$ cat src/rtl/audio_pkg.sv
// Shared types and constants for the audio playback sequencer.
package audio_pkg;

    typedef enum logic [1:0] {
        ST_IDLE     = 2'd0,
        ST_PREFILL  = 2'd1,
        ST_PLAY     = 2'd2,
        ST_STOPPING = 2'd3
    } stream_state_t;

    localparam int UNDERRUN_CNT_W = 16;

    // Mid-scale code of unsigned PCM, i.e. the DC level heard as silence.
    function automatic logic [31:0] SILENCE(input int width);
        return 32'd1 << (width - 1);
    endfunction

endpackage

$ cat src/rtl/sample_tick_gen.sv
// Sample-rate divider: fires one tick every SAMPLE_DIV enabled cycles.
module sample_tick_gen #(
    parameter int SAMPLE_DIV = 3125
) (
    input  logic CLK,
    input  logic RESET_N,
    input  logic en,
    input  logic clr,
    output logic tick
);

    localparam int CW = (SAMPLE_DIV > 1) ? $clog2(SAMPLE_DIV) : 1;
    localparam logic [CW-1:0] LAST = CW'(SAMPLE_DIV - 1);

    logic [CW-1:0] cnt_q;
    logic [CW-1:0] cnt_d;

    always_comb begin
        cnt_d = cnt_q;
        if (clr) begin
            cnt_d = '0;
        end else if (en) begin
            cnt_d = (cnt_q == LAST) ? '0 : cnt_q + 1'b1;
        end
    end

    always_ff @(posedge CLK or negedge RESET_N) begin
        if (!RESET_N) begin
            cnt_q <= '0;
        end else begin
            cnt_q <= cnt_d;
        end
    end

    assign tick = en && (cnt_q == LAST);

endmodule

$ cat src/rtl/audio_stream_ctrl.sv
// Playback sequencer: paces FIFO reads at the sample rate, manages prefill,
// underrun recovery, low-watermark refill bursts and flush on stop.
module audio_stream_ctrl
    import audio_pkg::*;
#(
    parameter int DEPTH       = 1024,
    parameter int WIDTH       = 8,
    parameter int SAMPLE_DIV  = 3125,
    parameter int PREFILL_LVL = 512,
    parameter int LOW_WM      = 256,
    localparam int LW         = $clog2(DEPTH) + 1
) (
    input  logic                      CLK,
    input  logic                      RESET_N,
    input  logic                      play,
    input  logic                      stop,
    input  logic [LW-1:0]             fifo_fill_level,
    input  logic                      fifo_empty,
    input  logic [WIDTH-1:0]          fifo_rd_data,
    input  logic                      fifo_rd_valid,
    output logic                      fifo_rd_en,
    output logic                      fifo_flush,
    output logic                      refill_req,
    input  logic                      refill_ack,
    input  logic                      refill_done,
    output logic [WIDTH-1:0]          sample_out,
    output logic                      sample_valid,
    output logic                      underrun,
    output logic [UNDERRUN_CNT_W-1:0] underrun_cnt,
    output logic [1:0]                state
);

    localparam logic [LW-1:0]             PREFILL_L = LW'(PREFILL_LVL);
    localparam logic [LW-1:0]             LOW_L     = LW'(LOW_WM);
    localparam logic [WIDTH-1:0]          SILENCE_V = WIDTH'(SILENCE(WIDTH));
    localparam logic [UNDERRUN_CNT_W-1:0] CNT_MAX   = '1;

    stream_state_t             state_q;
    logic                      rd_en_q;
    logic                      flush_q;
    logic                      req_q;
    logic                      busy_q;
    logic                      busy_d;
    logic [WIDTH-1:0]          sample_q;
    logic                      valid_q;
    logic                      underrun_q;
    logic [UNDERRUN_CNT_W-1:0] ucnt_q;
    logic                      in_play;
    logic                      tick;
    logic                      fill_active;

    assign in_play     = (state_q == ST_PLAY);
    assign fill_active = (state_q == ST_PREFILL) || (state_q == ST_PLAY);

    sample_tick_gen #(
        .SAMPLE_DIV(SAMPLE_DIV)
    ) u_tick (
        .CLK    (CLK),
        .RESET_N(RESET_N),
        .en     (in_play),
        .clr    (!in_play),
        .tick   (tick)
    );

    // Outstanding-burst flag; a done in the same cycle as an ack leaves it clear.
    always_comb begin
        busy_d = busy_q;
        if (refill_done) begin
            busy_d = 1'b0;
        end else if (refill_ack && req_q) begin
            busy_d = 1'b1;
        end
    end

    always_ff @(posedge CLK or negedge RESET_N) begin
        if (!RESET_N) begin
            state_q    <= ST_IDLE;
            rd_en_q    <= 1'b0;
            flush_q    <= 1'b0;
            req_q      <= 1'b0;
            busy_q     <= 1'b0;
            sample_q   <= SILENCE_V;
            valid_q    <= 1'b0;
            underrun_q <= 1'b0;
            ucnt_q     <= '0;
        end else begin
            rd_en_q    <= 1'b0;
            flush_q    <= 1'b0;
            underrun_q <= 1'b0;
            valid_q    <= fifo_rd_valid;
            busy_q     <= busy_d;
            if (fifo_rd_valid) begin
                sample_q <= fifo_rd_data;
            end

            // A pending request is withdrawn whenever we leave the fill states.
            if (fill_active && !stop) begin
                if (req_q && refill_ack) begin
                    req_q <= 1'b0;
                end else if (!req_q && !busy_q && (fifo_fill_level <= LOW_L)) begin
                    req_q <= 1'b1;
                end
            end else begin
                req_q <= 1'b0;
            end

            case (state_q)
                ST_IDLE: begin
                    if (play && !stop) begin
                        state_q <= ST_PREFILL;
                    end
                end
                ST_PREFILL: begin
                    if (stop) begin
                        state_q <= ST_STOPPING;
                        flush_q <= !busy_d;
                    end else if (fifo_fill_level >= PREFILL_L) begin
                        state_q <= ST_PLAY;
                    end
                end
                ST_PLAY: begin
                    if (stop) begin
                        state_q <= ST_STOPPING;
                        flush_q <= !busy_d;
                    end else if (tick) begin
                        if (!fifo_empty) begin
                            rd_en_q <= 1'b1;
                        end else begin
                            underrun_q <= 1'b1;
                            state_q    <= ST_PREFILL;
                            if (ucnt_q != CNT_MAX) begin
                                ucnt_q <= ucnt_q + 1'b1;
                            end
                        end
                    end
                end
                ST_STOPPING: begin
                    // Flush is raised on the final STOPPING cycle, IDLE follows.
                    if (flush_q) begin
                        state_q  <= ST_IDLE;
                        sample_q <= SILENCE_V;
                    end else if (!busy_d) begin
                        flush_q <= 1'b1;
                    end
                end
                default: state_q <= ST_IDLE;
            endcase
        end
    end

    assign fifo_rd_en   = rd_en_q;
    assign fifo_flush   = flush_q;
    assign refill_req   = req_q;
    assign sample_out   = sample_q;
    assign sample_valid = valid_q;
    assign underrun     = underrun_q;
    assign underrun_cnt = ucnt_q;
    assign state        = state_q;

endmodule

$ cat config.mk
export PLATFORM = sky130hd
export DESIGN_NAME = audio_stream_ctrl
export DESIGN_NICKNAME = d
export VERILOG_FILES = /design/src/rtl/audio_pkg.sv /design/src/rtl/sample_tick_gen.sv /design/src/rtl/audio_stream_ctrl.sv
export SDC_FILE = /design/constraint.sdc
export NUM_CORES = 1
export LEC_CHECK = 0
export ABC_CLOCK_PERIOD_IN_PS = 2300
export BUFFER_PORTS_ARGS = -buffer_cell sky130_fd_sc_hd__buf_2
export CAP_MARGIN = 20
export CORE_MARGIN = 10
export CORE_UTILIZATION = 50
export CTS_BUF_LIST = sky130_fd_sc_hd__clkbuf_8
export DETAILED_ROUTE_END_ITERATION = 7
export MAX_ROUTING_LAYER = met4
export PLACE_DENSITY = 0.77
export SLEW_MARGIN = 20
export SYNTH_ARGS = -nofsm -noshare
export SYNTH_HDL_FRONTEND = slang
export SYNTH_SLANG_ARGS = --single-unit
$ cat constraint.sdc
create_clock -name CLK -period 2.3 [get_ports CLK]
set_input_delay 0.23 -clock CLK [delete_from_list [all_inputs] [get_ports CLK]]
set_output_delay 0.23 -clock CLK [all_outputs]
set_load 0.1 [all_outputs]
# After elaboration in Yosys (flattened, before gate mapping)
# Index checks and enable logic that the tools add are counted.
# Widths: inputs -> output; s select.
classes:
  add_sub_neg: 2
  order_cmp: 2
  n_eq_ne: 11
  muxes: 30
  n_bitwise: 1
  reduce_logical: 15
op_table:
  columns: ["cell", "n"]
  rows:
  - ["$mux 12", 2]
  - ["$mux 8", 3]
  - ["$add 16x1->16 const B", 1]
  - ["$mux 1", 16]
  - ["$ne 16x16->1 const B", 1]
  - ["$mux 2", 7]
  - ["$add 12x1->12 const B", 1]
  - ["$eq 12x12->1 const B", 1]
  - ["$ge 11x10->1 const B", 1]
  - ["$le 11x9->1 const B", 1]
  - ["$reduce_and 5->1", 2]
  - ["$pmux 2 s4", 1]
  - ["$logic_and 1x1->1", 6]
  - ["$ne 3x3->1 const B", 2]
  - ["$eq 2x2->1 const B", 2]
  - ["$logic_not 1->1", 4]
  - ["$ne 2x2->1 const B", 2]
  - ["$ne 3x1->1 const B", 1]
  - ["$ne 3x2->1 const B", 1]
  - ["$eq 2x1->1 const B", 1]
  - ["$logic_not 2->1", 1]
  - ["$pmux 1 s2", 1]
  - ["$reduce_or 2->1", 1]
  - ["$logic_or 1x1->1", 1]
  - ["$not 1->1", 1]
totals:
  register_bits: 44
  input_bits: 27
  elab_cells: 71

# Depth between registers and ports, before layout
# Gate-level depths: netlist (run 1).
logic_depth:
  ltp_word: 6
  depth_mapped: 8

# Cells and area by module
# Synthesis (run 1) repeated with hierarchy kept, for this count alone.
hier_totals:
  hier_cells: 233
  hier_area_um2: 2366.0
by_module_without_submodules:
  columns: ["mod", "n_inst", "cells_each", "area_each_um2", "seq_area_each_um2"]
  rows:
  - ["audio_stream_ctrl", 1, 158, 1662.8, 802.0]
  - ["sample_tick_gen", 1, 75, 703.2, 300.3]

# Least setup slack after synthesis (run 1)
# OpenSTA, ideal clock, no wires.
synth_path:
  path_type: "flip-flop to flip-flop"
  start: "register state_q[1], in the netlist state[1]"
  end: "register ucnt_q[11], in the netlist underrun_cnt[11]"
  setup_time_ps: 159
  arrival_time_ps: 2316
  required_time_ps: 2141
  slack_ps: -175
  stages_incl_launch_ff: 8
  path_cell_list: "dfrtp_1 > ha_1 > nor2b_1 > and4_4 > a21boi_4 > buf_6 > nand3_1 > xnor2_1"
synth_between:
  elab_chain_cells: 3
synth_lines:
  columns: ["item", "line_no", "source"]
  rows:
  - ["start, declared", "audio_stream_ctrl.sv:38", "stream_state_t state_q;"]
  - ["start signal, assigned", "audio_stream_ctrl.sv:77", "state_q <= ST_IDLE;"]
  - ["start signal, assigned", "audio_stream_ctrl.sv:110", "state_q <= ST_PREFILL;"]
  - ["start signal, assigned", "audio_stream_ctrl.sv:115", "state_q <= ST_STOPPING;"]
  - ["$eq 2x2->1 (*)", "audio_stream_ctrl.sv:52, audio_stream_ctrl.sv:107", null]
  - ["$logic_and 1x1->1", "sample_tick_gen.sv:35", "assign tick = en && (cnt_q == LAST);"]
  - ["$reduce_and 5->1 (no source line) (*)", null, null]
  - ["end signal, assigned", "audio_stream_ctrl.sv:132", "ucnt_q <= ucnt_q + 1'b1;"]
  - ["end, declared", "audio_stream_ctrl.sv:47", "logic [UNDERRUN_CNT_W-1:0] ucnt_q;"]
# Every way passes the cells marked *; elsewhere a longest branch is shown, timed or not.
# A chain may end at the register's enable or synchronous reset.

# Worst setup path in the final report (run 1)
layout_path:
  start: "register state_q[0], in the netlist state[0]"
  end: "register ucnt_q[1], in the netlist underrun_cnt[1]"
# Same word-level chain as after synthesis.

==> results of run 1 <==
==> critical path: cells and delay by family, from the launching register on <==
| kind | cells | cell delay [ns] |
|---|---|---|
| flip-flops | 1 | 0.43 |
| AO/OA/AOI/OAI | 1 | 0.39 |
| AND/OR/NAND/NOR | 2 | 0.38 |
| multiplexers | 1 | 0.38 |
| adder cells (fa/ha/maj) | 1 | 0.24 |
| buffers and inverters | 1 | 0.13 |
==> registers in the layout, indices dropped and copies added, names as in the netlist <==
signal / cells
busy_q: 1
fifo_flush: 1
fifo_rd_en: 1
refill_req: 1
sample_out: 8
sample_valid: 1
state: 2
u_tick.cnt_q: 12
underrun: 1
underrun_cnt: 16
==> path summary, 6_finish.rpt <==
| kind | to |
|---|---|
| worst max-delay path | underrun_cnt[1] |
| worst min-delay path | underrun_cnt[9] |
| worst max register to register | underrun_cnt[1] |
| worst min register to register | underrun_cnt[0] |
| max in group asynchronous | underrun_cnt[7] |
| min in group CLK | busy_q |
==> area by class of cell <==
cell class | instances | area [µm²]
Clock buffer | 6 | 82.58
Inverter | 8 | 30.03
Fill cell | 336 | 1493
Timing Repair Buffer | 60 | 307.8
Multi-Input combinational cell | 141 | 964.7
Sequential cell | 44 | 1107
Tap cell | 50 | 62.56
Clock inverter | 2 | 10.01
==> placed cells by master, fill, tap and decap left out, types with 6 or more instances in the layout <==
cell,count
nand4_1,7
ha_1,8
buf_2,57
clkbuf_8,6
mux2i_1,7
nand3_1,14
xor2_1,6
nand2_1,11
nor2_1,26
xnor2_1,18
inv_1,8
dfrtp_1,39
==> synth_stat cells <==
master and count:
nand3_1 14, xor2_1 6, nor2_1 26, nand2_1 11, dfrtp_1 43, a211o_1 1
a32oi_1 1, nor3b_1 1, o221a_2 1, and3_2 2, o211ai_1 1, xnor2_1 18
a21oi_1 3, buf_6 1, nor2b_1 4, nand3_2 1, nor3_1 5, nor4b_2 1
inv_1 8, and4_4 1, buf_1 1, nand4_1 7, nand4b_1 1, or4_1 2
ha_1 8, and4b_1 2, a2bb2oi_1 1, and2_1 1, dfstp_2 1, and3_1 5
mux2_2 2, mux2i_1 7, a21boi_4 1, o21ai_0 4, clkbuf_1 3, nand2b_1 2
a21o_1 1
==> routing by layer <==
layer	wire, µm	part of all wire (%)
met5	0	0
met1	1871	42
met3	346	7.8
met2	2204	49
met4	36	0.81
==> stage by stage <==
step	setup slack, ns	hold slack, ns	std cells	power [mW]	cell area (µm²)
2_1_floorplan	0.02395	-0.06559	198	1.641	2128
4_1_cts	0.2302	0.03638	311	2.311	2565
3_5_place_dp	0.2507	0.3554	303	1.819	2472
5_1_grt	0.1020	0.07265	311	2.398	2565
6_report	0.2403	0.005780	311	2.288	2565
3_3_place_gp	0.2906	0.3528	303	1.807	2472
==> power groups by stage <==
stage	combinational, mW	clock (mW)	sequential, mW
floorplan	0.255	0	1.39
global placement	0.882	0	0.925
detailed placement	0.889	0	0.930
CTS	0.890	0.505	0.916
global route	0.939	0.529	0.930
finish	0.885	0.487	0.916
==> kinds of logic (layout without fill, tap and decap cells) <==
logic type,after synthesis,after routing
and+or+nand+nor,86,86
DFF,44,44
xor gates and xnor gates,24,24
AOI/OAI and AO/OA,14,14
buffers and inverters,13,76
muxes,9,9
adders and majority gates,8,8
==> flow_summary.yaml, run 1 <==
die:
  start_util_pct: 52.33
  dieWidth_um: 85.17
  rows: 23
  fp.dieH_um: 85.17
  die-area_um2: 7253
  io_pins: 58
  core_area_um2: 4058
power:
  p_int_mw: 1.288
  p_sw_share_pct: 43.71
  powerDensity_nw_per_um2: 892.2
  p_switching_mw: 1.000
  ir_drop_mv: 0.3530
  leakagePower_nw: 1.279
  seqPwrFrac_pct: 40.0
  clkPwrFrac_pct: 21.3
  power.share.combinational_pct: 38.7
detailed_routing:
  drt-pass1-iter-count: 4
  viasPerCell: 5.212
  drt_iter0_markers: 60
  vias: 1621
  ant_nets: 0
  remaining_drc_errors: 0
  routed_wl_um: 4458
  wl_per_cell_um: 14.33
grt:
  grt_overflow: 0
  track_usage_pct: 12.78
  grt_max_degree: 37
  antenna_found_initial: 0
  grt_busiest_layer: "met2"
  grt_pass1_vias: 1664
  use_met2_pct: 20.84
  grt_use_met3_pct: 4.111
  grt_pass1_wl_um: 7665
  grt_use_met1_pct: 14.70
sta:
  fmax_ghz: 0.4855
  setup_violations: 0
  relSlewSlack_pct: 48.69
  finalSetupTns_ns: 0
  drv_slew: 0
  period_minus_slack_ns: 2.060
  clock_skew_ns: 0.006030
  worstMarginPinSlew_ns: 0.7696
  rsz0062_at_grt: "no"
  period_share_pct: 89.55
  finalHoldViolations: 0
hold_path:
  hold_path_class: "in -> async"
logic_synthesis:
  synth-simple-area-share_pct: 21.45
  yosysUniqueCellTypes: 37
  ys_ff_latch: 44
  netlist_area_um2: 2123
  synth_fa_ha_area_share_pct: 4.714
  synth_top_area_cell: "dfrtp_1"
  yosysSeqAreaShare_pct: 51.92
  syn-instance-count: 198
  yosys.area_share.xor_xnor_pct: 9.900
  synth_top_family_by_area: "simple AND/OR/NAND/NOR gates"
  synth_compound_area_share_pct: 5.009
  synth_top_cell_area_share_pct: 50.68
  synthMuxAreaShare_pct: 4.361
  netlist_top_cells_area: "dfrtp_1 (51%), xnor2_1 (7.4%), ha_1 (4.7%)"
  syn_nets: 233
  syn_area_per_cell_um2: 10.72
  yosysWarnings: 0
critical_path:
  worst-path-max-fanout: 15
  crit_type: "reg -> reg"
  required_ns: 2.48
  worstPathArrival_ns: 2.24
  cp-start-kind: "register"
  r2r_cells: 6
  reg2reg_setup_slack_ns: 0.24
  path_cells: "inv_1 -> ha_1 -> nor2b_1 -> and4_4 -> a21boi_4 -> mux2_2"
  startpoint: "state[0]"
  rr_startpoint: "state[0]"
  cp-end-kind: "register"
  slowest_delay_ns: 0.43
  critPathSlowestCell: "dfrtp_2"
clock_tree:
  cts_setup_buffers: 0
  cts_root_buf: "clkbuf_8"
  cts.sink_count: 44
  cts_buffer_depth: 2
  post_cts_resized: 0
  hold_buffers: 0
  clkTransAtPathRegs_ns: 0.08
  cts_tree: "built"
  cts_buffers: 5
  htreeDepth: 2
  clkLatencyLatePin_ns: 0.29
cells_and_area:
  post-route-util_pct: 63.21
  drive_above_1_share_pct: 31.42
  area_delta_synth_final_pct: 20.80
  n_antenna_cell: 0
  final_nets: 295
placement:
  gp_congestion: 0.8188
  hpwlAfterDp_um: 3429
  portBuffers: 57
flow_run:
  drv_cap: 0
outcome:
  outcome: "completed"
Note: power is estimated with default switching activity, not from simulation.
==> run 2: changes to the inputs <==
--- a/config.mk
+++ b/config.mk
@@ -5,15 +5,15 @@
 export SDC_FILE = /design/constraint.sdc
 export NUM_CORES = 1
 export LEC_CHECK = 0
+export ABC_AREA = 1
 export ABC_CLOCK_PERIOD_IN_PS = 2300
 export BUFFER_PORTS_ARGS = -buffer_cell sky130_fd_sc_hd__buf_2
 export CAP_MARGIN = 20
-export CORE_MARGIN = 10
 export CORE_UTILIZATION = 50
 export CTS_BUF_LIST = sky130_fd_sc_hd__clkbuf_8
 export DETAILED_ROUTE_END_ITERATION = 7
 export MAX_ROUTING_LAYER = met4
-export PLACE_DENSITY = 0.77
+export PLACE_DENSITY = 0.75
 export SLEW_MARGIN = 20
 export SYNTH_ARGS = -nofsm -noshare
 export SYNTH_HDL_FRONTEND = slang
==> flow_summary.yaml, run 2 <==
die:
  fp.dieH_um: 74.01
  io_pins: 58
  start_util_pct: 53.47
  dieWidth_um: 74.01
  core_area_um2: 4848
  rows: 25
  die-area_um2: 5477
placement:
  place_area_um2: 2949
  portBuffers: 57
  hpwlAfterDp_um: 4349
  gp_congestion: 0.9109
  post-place-ws_ns: 0.4293
cells_and_area:
  fill_cells: 418
  fin_area_um2: 3074
  final_nets: 436
  area_delta_synth_final_pct: 18.58
  final_common_cell: "nand2_1"
  final_cell_mix: "nand2_1 (95), buf_2 (57), nor2_1 (43), dfrtp_1 (43), inv_1 (38)"
  drive_above_1_share_pct: 22.89
  n_antenna_cell: 0
  largest_reg_flops: 16
sta:
  hold_slack_ns: 0.1021
  rsz0062_at_grt: "no"
  setup_violations: 0
  finalSetupTns_ns: 0
  period_share_pct: 81.88
  fmax_ghz: 0.5310
  worstMarginPinSlew_ns: 0.4921
  finalHoldViolations: 0
  relSlewSlack_pct: 67.12
  period_minus_slack_ns: 1.883
  clock_skew_ns: 0.008226
  drv_slew: 0
  final.setup.worst_slack_ns: 0.4168
hold_path:
  hold_end: "busy_q"
  hold_path_class: "in -> reg"
  hold_depth: 2
  hold_path.startpoint: "refill_done"
grt:
  grt_overflow: 0
  grt_pass1_vias: 2110
  grt_max_degree: 26
  antenna_found_initial: 0
  grt_pass1_wl_um: 9494
  track_usage_pct: 23.70
critical_path:
  crit_buf_inv: 1
  worstPathArrival_ns: 2.12
  rr_startpoint: "state[0]"
  crit_type: "reg -> reg"
  cp-end-kind: "register"
  reg2reg_setup_slack_ns: 0.42
  worst-path-max-fanout: 15
  critPathSlowestCell: "nor2_4"
  critPathTopFamily: "simple AND/OR/NAND/NOR gates"
  r2r_cells: 6
  required_ns: 2.54
  cp-start-kind: "register"
  crit_top_cell: "nand2_1"
  r2r_end: "underrun_cnt[2]"
  path_cells: "inv_1 -> ha_1 -> nand4_4 -> nor2_4 -> nand2_1 -> nand2_1"
  slowest_delay_ns: 0.48
power:
  powerDensity_nw_per_um2: 724.9
  ir_drop_mv: 0.3833
  leakagePower_nw: 1.556
clock_tree:
  clkTransAtPathRegs_ns: 0.08
  cts.sink_count: 44
  post_cts_resized: 0
  cts_buffer_depth: 2
  htreeDepth: 2
  cts_tree: "built"
  cts_buffers: 5
  cts_root_buf: "clkbuf_8"
  clkLatencyLatePin_ns: 0.30
logic_synthesis:
  synth_fa_ha_area_share_pct: 3.861
  synth_compound_area_share_pct: 7.722
  synthArstFlopShare_pct: 100.0
  syn_area_per_cell_um2: 7.670
  synth_top_family_by_area: "simple AND/OR/NAND/NOR gates"
  yosysSeqAreaShare_pct: 42.52
  netlist_area_um2: 2592
  synth_most_common_cell: "nand2_1"
  syn_nets: 373
  yosysUniqueCellTypes: 27
  ys_ff_latch: 44
  synth_top_area_cell: "dfrtp_1"
  synth_top_cell_area_share_pct: 41.51
  synth-simple-area-share_pct: 34.17
  syn-instance-count: 338
  yosys.area_share.xor_xnor_pct: 4.730
  ys.flop_type: "dfrtp_1"
  synth_edf_count: 0
  yosysWarnings: 0
  synth.top_cells.by_count: "nand2_1 (95), dfrtp_1 (43), nor2_1 (43)"
  synthMuxAreaShare_pct: 0
  netlist_top_cells_area: "dfrtp_1 (42%), nand2_1 (14%), nor2_1 (6.2%)"
detailed_routing:
  ant_nets: 0
  remaining_drc_errors: 0
  wl_per_cell_um: 12.14
  routed_wl_um: 5696
  vias: 2352
  viasPerCell: 5.015
  drt-pass1-iter-count: 4
  drt_iter0_markers: 134
outcome:
  outcome: "completed"
flow_run:
  drv_cap: 0
==> run 2: kinds of logic (layout without fill, tap and decap cells) <==
group	count (synthesis)	after routing
DFF	44	44
adders and majority gates	8	8
and+or+nand+nor	195	195
AOI/OAI and AO/OA	32	32
xor gates and xnor gates	14	14
buffers and inverters	45	109
==> run 2: worst register-to-register path, cell delays in order, from the launching register on <==
cell and delay (ns):
dfrtp_1 0.44, inv_1 0.17, ha_1 0.28, nand4_4 0.27, nor2_4 0.48, nand2_1 0.10, nand2_1 0.08
==> run 2: repair_timing <==
item                      in CTS  in global routing
hold endpoints to repair      19                  0
setup buffers                  0                  0
hold buffers                   1                  0
==> run 2: how the worst max path moves through the flow <==
stage	depth (start not counted)	startpoint	endpoint
after CTS	8	u_tick.cnt_q[0]	underrun_cnt[15]
after global placement	8	u_tick.cnt_q[0]	underrun_cnt[15]
after global routing	8	u_tick.cnt_q[0]	underrun_cnt[2]
after detailed placement	8	u_tick.cnt_q[0]	underrun_cnt[15]
after floorplan	10	state[0]	state[1]
final	6	state[0]	underrun_cnt[2]
==> run 2: routing by layer <==
layer	part of all wire, %	vias to the layer above	GRT usage, %
met2	47	49	38.38
met1	47	1108	29.16
met4	1.5	0	8.333
li1	-	1186	-
met3	4.0	9	5.285
met5	0	-	-
==> run 2: power by group <==
group          leakage [nW]  internal [mW]  total [mW]  switching, mW
clock                0.0548          0.327       0.614          0.286
combinational         0.987          0.160       0.726          0.566
sequential            0.514          0.833       0.889         0.0562
==> run 2: final cells by class <==
type / instances / area [µm²] / share of cell area [%]
tap: 67 / 83.83 / 2.727
clock buffer: 5 / 68.82 / 2.239
multi-input combinational: 249 / 1309 / 42.57
clock inverter: 3 / 46.29 / 1.506
timing repair buffer: 60 / 310.3 / 10.09
sequential: 44 / 1102 / 35.86
inverter: 41 / 153.9 / 5.006
==> run 2: metrics by stage <==
step	total power, mW	cells	utilization [%]
detailed placement	1.630	460	60.83
global route	2.353	469	63.41
CTS	2.248	469	63.41
finish	2.228	469	63.41
global placement	1.616	460	60.83
floorplan	1.469	338	-
==> run 3: changes to the inputs <==
--- a/config.mk
+++ b/config.mk
@@ -6,14 +6,14 @@
 export NUM_CORES = 1
 export LEC_CHECK = 0
 export ABC_AREA = 1
-export ABC_CLOCK_PERIOD_IN_PS = 2300
+export ABC_CLOCK_PERIOD_IN_PS = 1650
 export BUFFER_PORTS_ARGS = -buffer_cell sky130_fd_sc_hd__buf_2
 export CAP_MARGIN = 20
 export CORE_UTILIZATION = 50
 export CTS_BUF_LIST = sky130_fd_sc_hd__clkbuf_8
 export DETAILED_ROUTE_END_ITERATION = 7
 export MAX_ROUTING_LAYER = met4
-export PLACE_DENSITY = 0.75
+export PLACE_DENSITY = 0.78
 export SLEW_MARGIN = 20
 export SYNTH_ARGS = -nofsm -noshare
 export SYNTH_HDL_FRONTEND = slang
==> constraint.sdc (replaced) <==
create_clock -name CLK -period 1.65 [get_ports CLK]
set_input_delay 0.165 -clock CLK [delete_from_list [all_inputs] [get_ports CLK]]
set_output_delay 0.165 -clock CLK [all_outputs]
set_load 0.1 [all_outputs]
==> flow_summary.yaml, run 3 (synthesis results as in run 2) <==
outcome:
  outcome: "completed"
critical_path:
  slowest_delay_ns: 0.52
  worstPathArrival_ns: 1.78
  critPathTopFamily: "simple AND/OR/NAND/NOR gates"
  cp.depth: 9
  critPathSlowestCell: "dfrtp_4"
  required_ns: 1.84
  cp-end-kind: "register"
  crit_type: "reg -> reg"
  r2r_cells: 9
  crit_buf_inv: 3
  worst-path-max-fanout: 6
  path_cells: "inv_4 -> ha_4 -> inv_1 -> nor2_2 -> nand2_1 -> nor2_4 -> nand3_1 -> nand2_1 -> inv_1"
  cp-start-kind: "register"
grt:
  track_usage_pct: 23.93
  grt_pass1_vias: 2167
  grt_overflow: 0
  use_met2_pct: 39.80
  grt_max_degree: 22
  grt_pass1_wl_um: 9604
  grt_busiest_layer: "met2"
  grt_use_met3_pct: 3.659
  antenna_found_initial: 0
  grt_use_met1_pct: 29.50
sta:
  finalHoldViolations: 0
  setup_violations: 0
  fmax_ghz: 0.6311
  worstMarginPinSlew_ns: 0.4913
  drv_slew: 0
  period_share_pct: 96.03
  relSlewSlack_pct: 67.47
  rsz0062_at_grt: "yes"
  clock_skew_ns: 0.004168
  hold_slack_ns: 0.04080
  period_minus_slack_ns: 1.585
detailed_routing:
  drt-pass1-iter-count: 4
  remaining_drc_errors: 0
  viasPerCell: 4.987
  vias: 2389
  routed_wl_um: 5807
  drt_iter0_markers: 140
  ant_nets: 0
  wl_per_cell_um: 12.12
cells_and_area:
  post-route-util_pct: 69.14
  final_cell_mix: "nand2_1 (94), buf_2 (57), nor2_1 (39)"
  final_common_cell: "nand2_1"
  largest_reg_flops: 16
  instances_no_fill: 479
  drive_above_1_share_pct: 32.04
  n_antenna_cell: 0
  fill_cells: 398
  final_nets: 446
  area_delta_synth_final_pct: 29.30
die:
  dieWidth_um: 74.01
  start_util_pct: 53.47
  die-area_um2: 5477
  fp.dieH_um: 74.01
  core_area_um2: 4848
  io_pins: 58
  rows: 25
flow_run:
  drv_cap: 0
placement:
  portBuffers: 57
  gp_congestion: 0.8851
  dp.cells: 470
  hpwlAfterDp_um: 4408
power:
  power.share.combinational_pct: 31.2
  p_int_mw: 2.193
  leakagePower_nw: 1.649
  clkPwrFrac_pct: 32.6
  seqPwrFrac_pct: 36.2
  p_switching_mw: 1.271
  p_sw_share_pct: 36.69
  powerDensity_nw_per_um2: 1033
  ir_drop_mv: 0.7805
hold_path:
  hold_depth: 2
  hold_path_class: "in -> reg"
clock_tree:
  clkLatencyLatePin_ns: 0.30
  cts.sink_count: 44
  htreeDepth: 2
  cts_root_buf: "clkbuf_8"
  cts_tree: "built"
  clkTransAtPathRegs_ns: 0.08
  cts_buffer_depth: 2
  cts_buffers: 5
  cts_setup_buffers: 0
## run 3: changes by cell type in the layout (fill, tap and decap cells not counted), sizes merged
cell,change
clkinvlp,-1
inv,-1
buf,+10
bufinv,+2
## run 3: metrics by stage
stage	cell area, µm²	power (mW)	worst slack [ns]	setup TNS (ns)
floorplan	2660	2.088	-0.02520	-0.2247
global placement	3117	2.314	0.1143	0
detailed placement	3117	2.332	0.06390	0
CTS	3288	3.467	0.001201	0
global route	3352	3.621	-0.05503	-0.06205
finish	3352	3.464	0.06548	0
## run 3: layout make-up
| cell class | instances | area (µm²) | share of cell area [%] |
|---|---|---|---|
| Timing Repair Buffer | 70 | 421.7 | 12.58 |
| Inverter | 41 | 156.4 | 4.666 |
| Tap cell | 67 | 83.83 | 2.501 |
| Sequential cell | 44 | 1142 | 34.08 |
| Multi-Input combinational cell | 249 | 1389 | 41.43 |
| Clock buffer | 5 | 68.82 | 2.053 |
| Clock inverter | 3 | 90.09 | 2.688 |
## run 3: what timing repair did
item | 4_1_cts | 5_1_grt
hold buffers | 1 | 0
gates resized for setup | 1 | 11
endpoints found under the hold margin | 13 | 0
pin swaps | 1 | 2
endpoints found under the setup margin | 2 | 18
gates cloned | 0 | 0
## run 3: worst paths after layout
check                                    from                to  slack [ns]
min in group asynchronous             RESET_N   u_tick.cnt_q[8]        0.30
worst max-delay path                 state[0]   underrun_cnt[0]        0.07
worst min-delay path              refill_done            busy_q        0.04
max in group asynchronous             RESET_N  underrun_cnt[10]        0.87
worst min register to register  sample_out[7]     sample_out[7]        0.49
worst max register to register       state[0]   underrun_cnt[0]        0.07
## run 3: metal layers
| layer | wire length [µm] | vias to the layer above | part of all wire (%) |
|---|---|---|---|
| met4 | 85 | 0 | 1.5 |
| met1 | 2670 | 1113 | 46 |
| li1 | - | 1211 | - |
| met5 | 0 | - | 0 |
| met2 | 2841 | 57 | 49 |
| met3 | 210 | 8 | 3.6 |
## run 3: worst reg2reg max path, stage by stage (launching register included)
cell,delay (ns)
dfrtp_4,0.52
inv_4,0.10
ha_4,0.17
inv_1,0.09
nor2_2,0.14
nand2_1,0.11
nor2_4,0.12
nand3_1,0.10
nand2_1,0.10
inv_1,0.05
## run 3: power groups by stage
stage / clock network [mW] / registers, mW / logic (mW)
3_3_place_gp: 0 / 1.27 / 1.05
4_1_cts: 1.15 / 1.25 / 1.07
2_1_floorplan: 0 / 1.74 / 0.351
6_report: 1.13 / 1.26 / 1.08
5_1_grt: 1.19 / 1.27 / 1.16
3_5_place_dp: 0 / 1.27 / 1.06
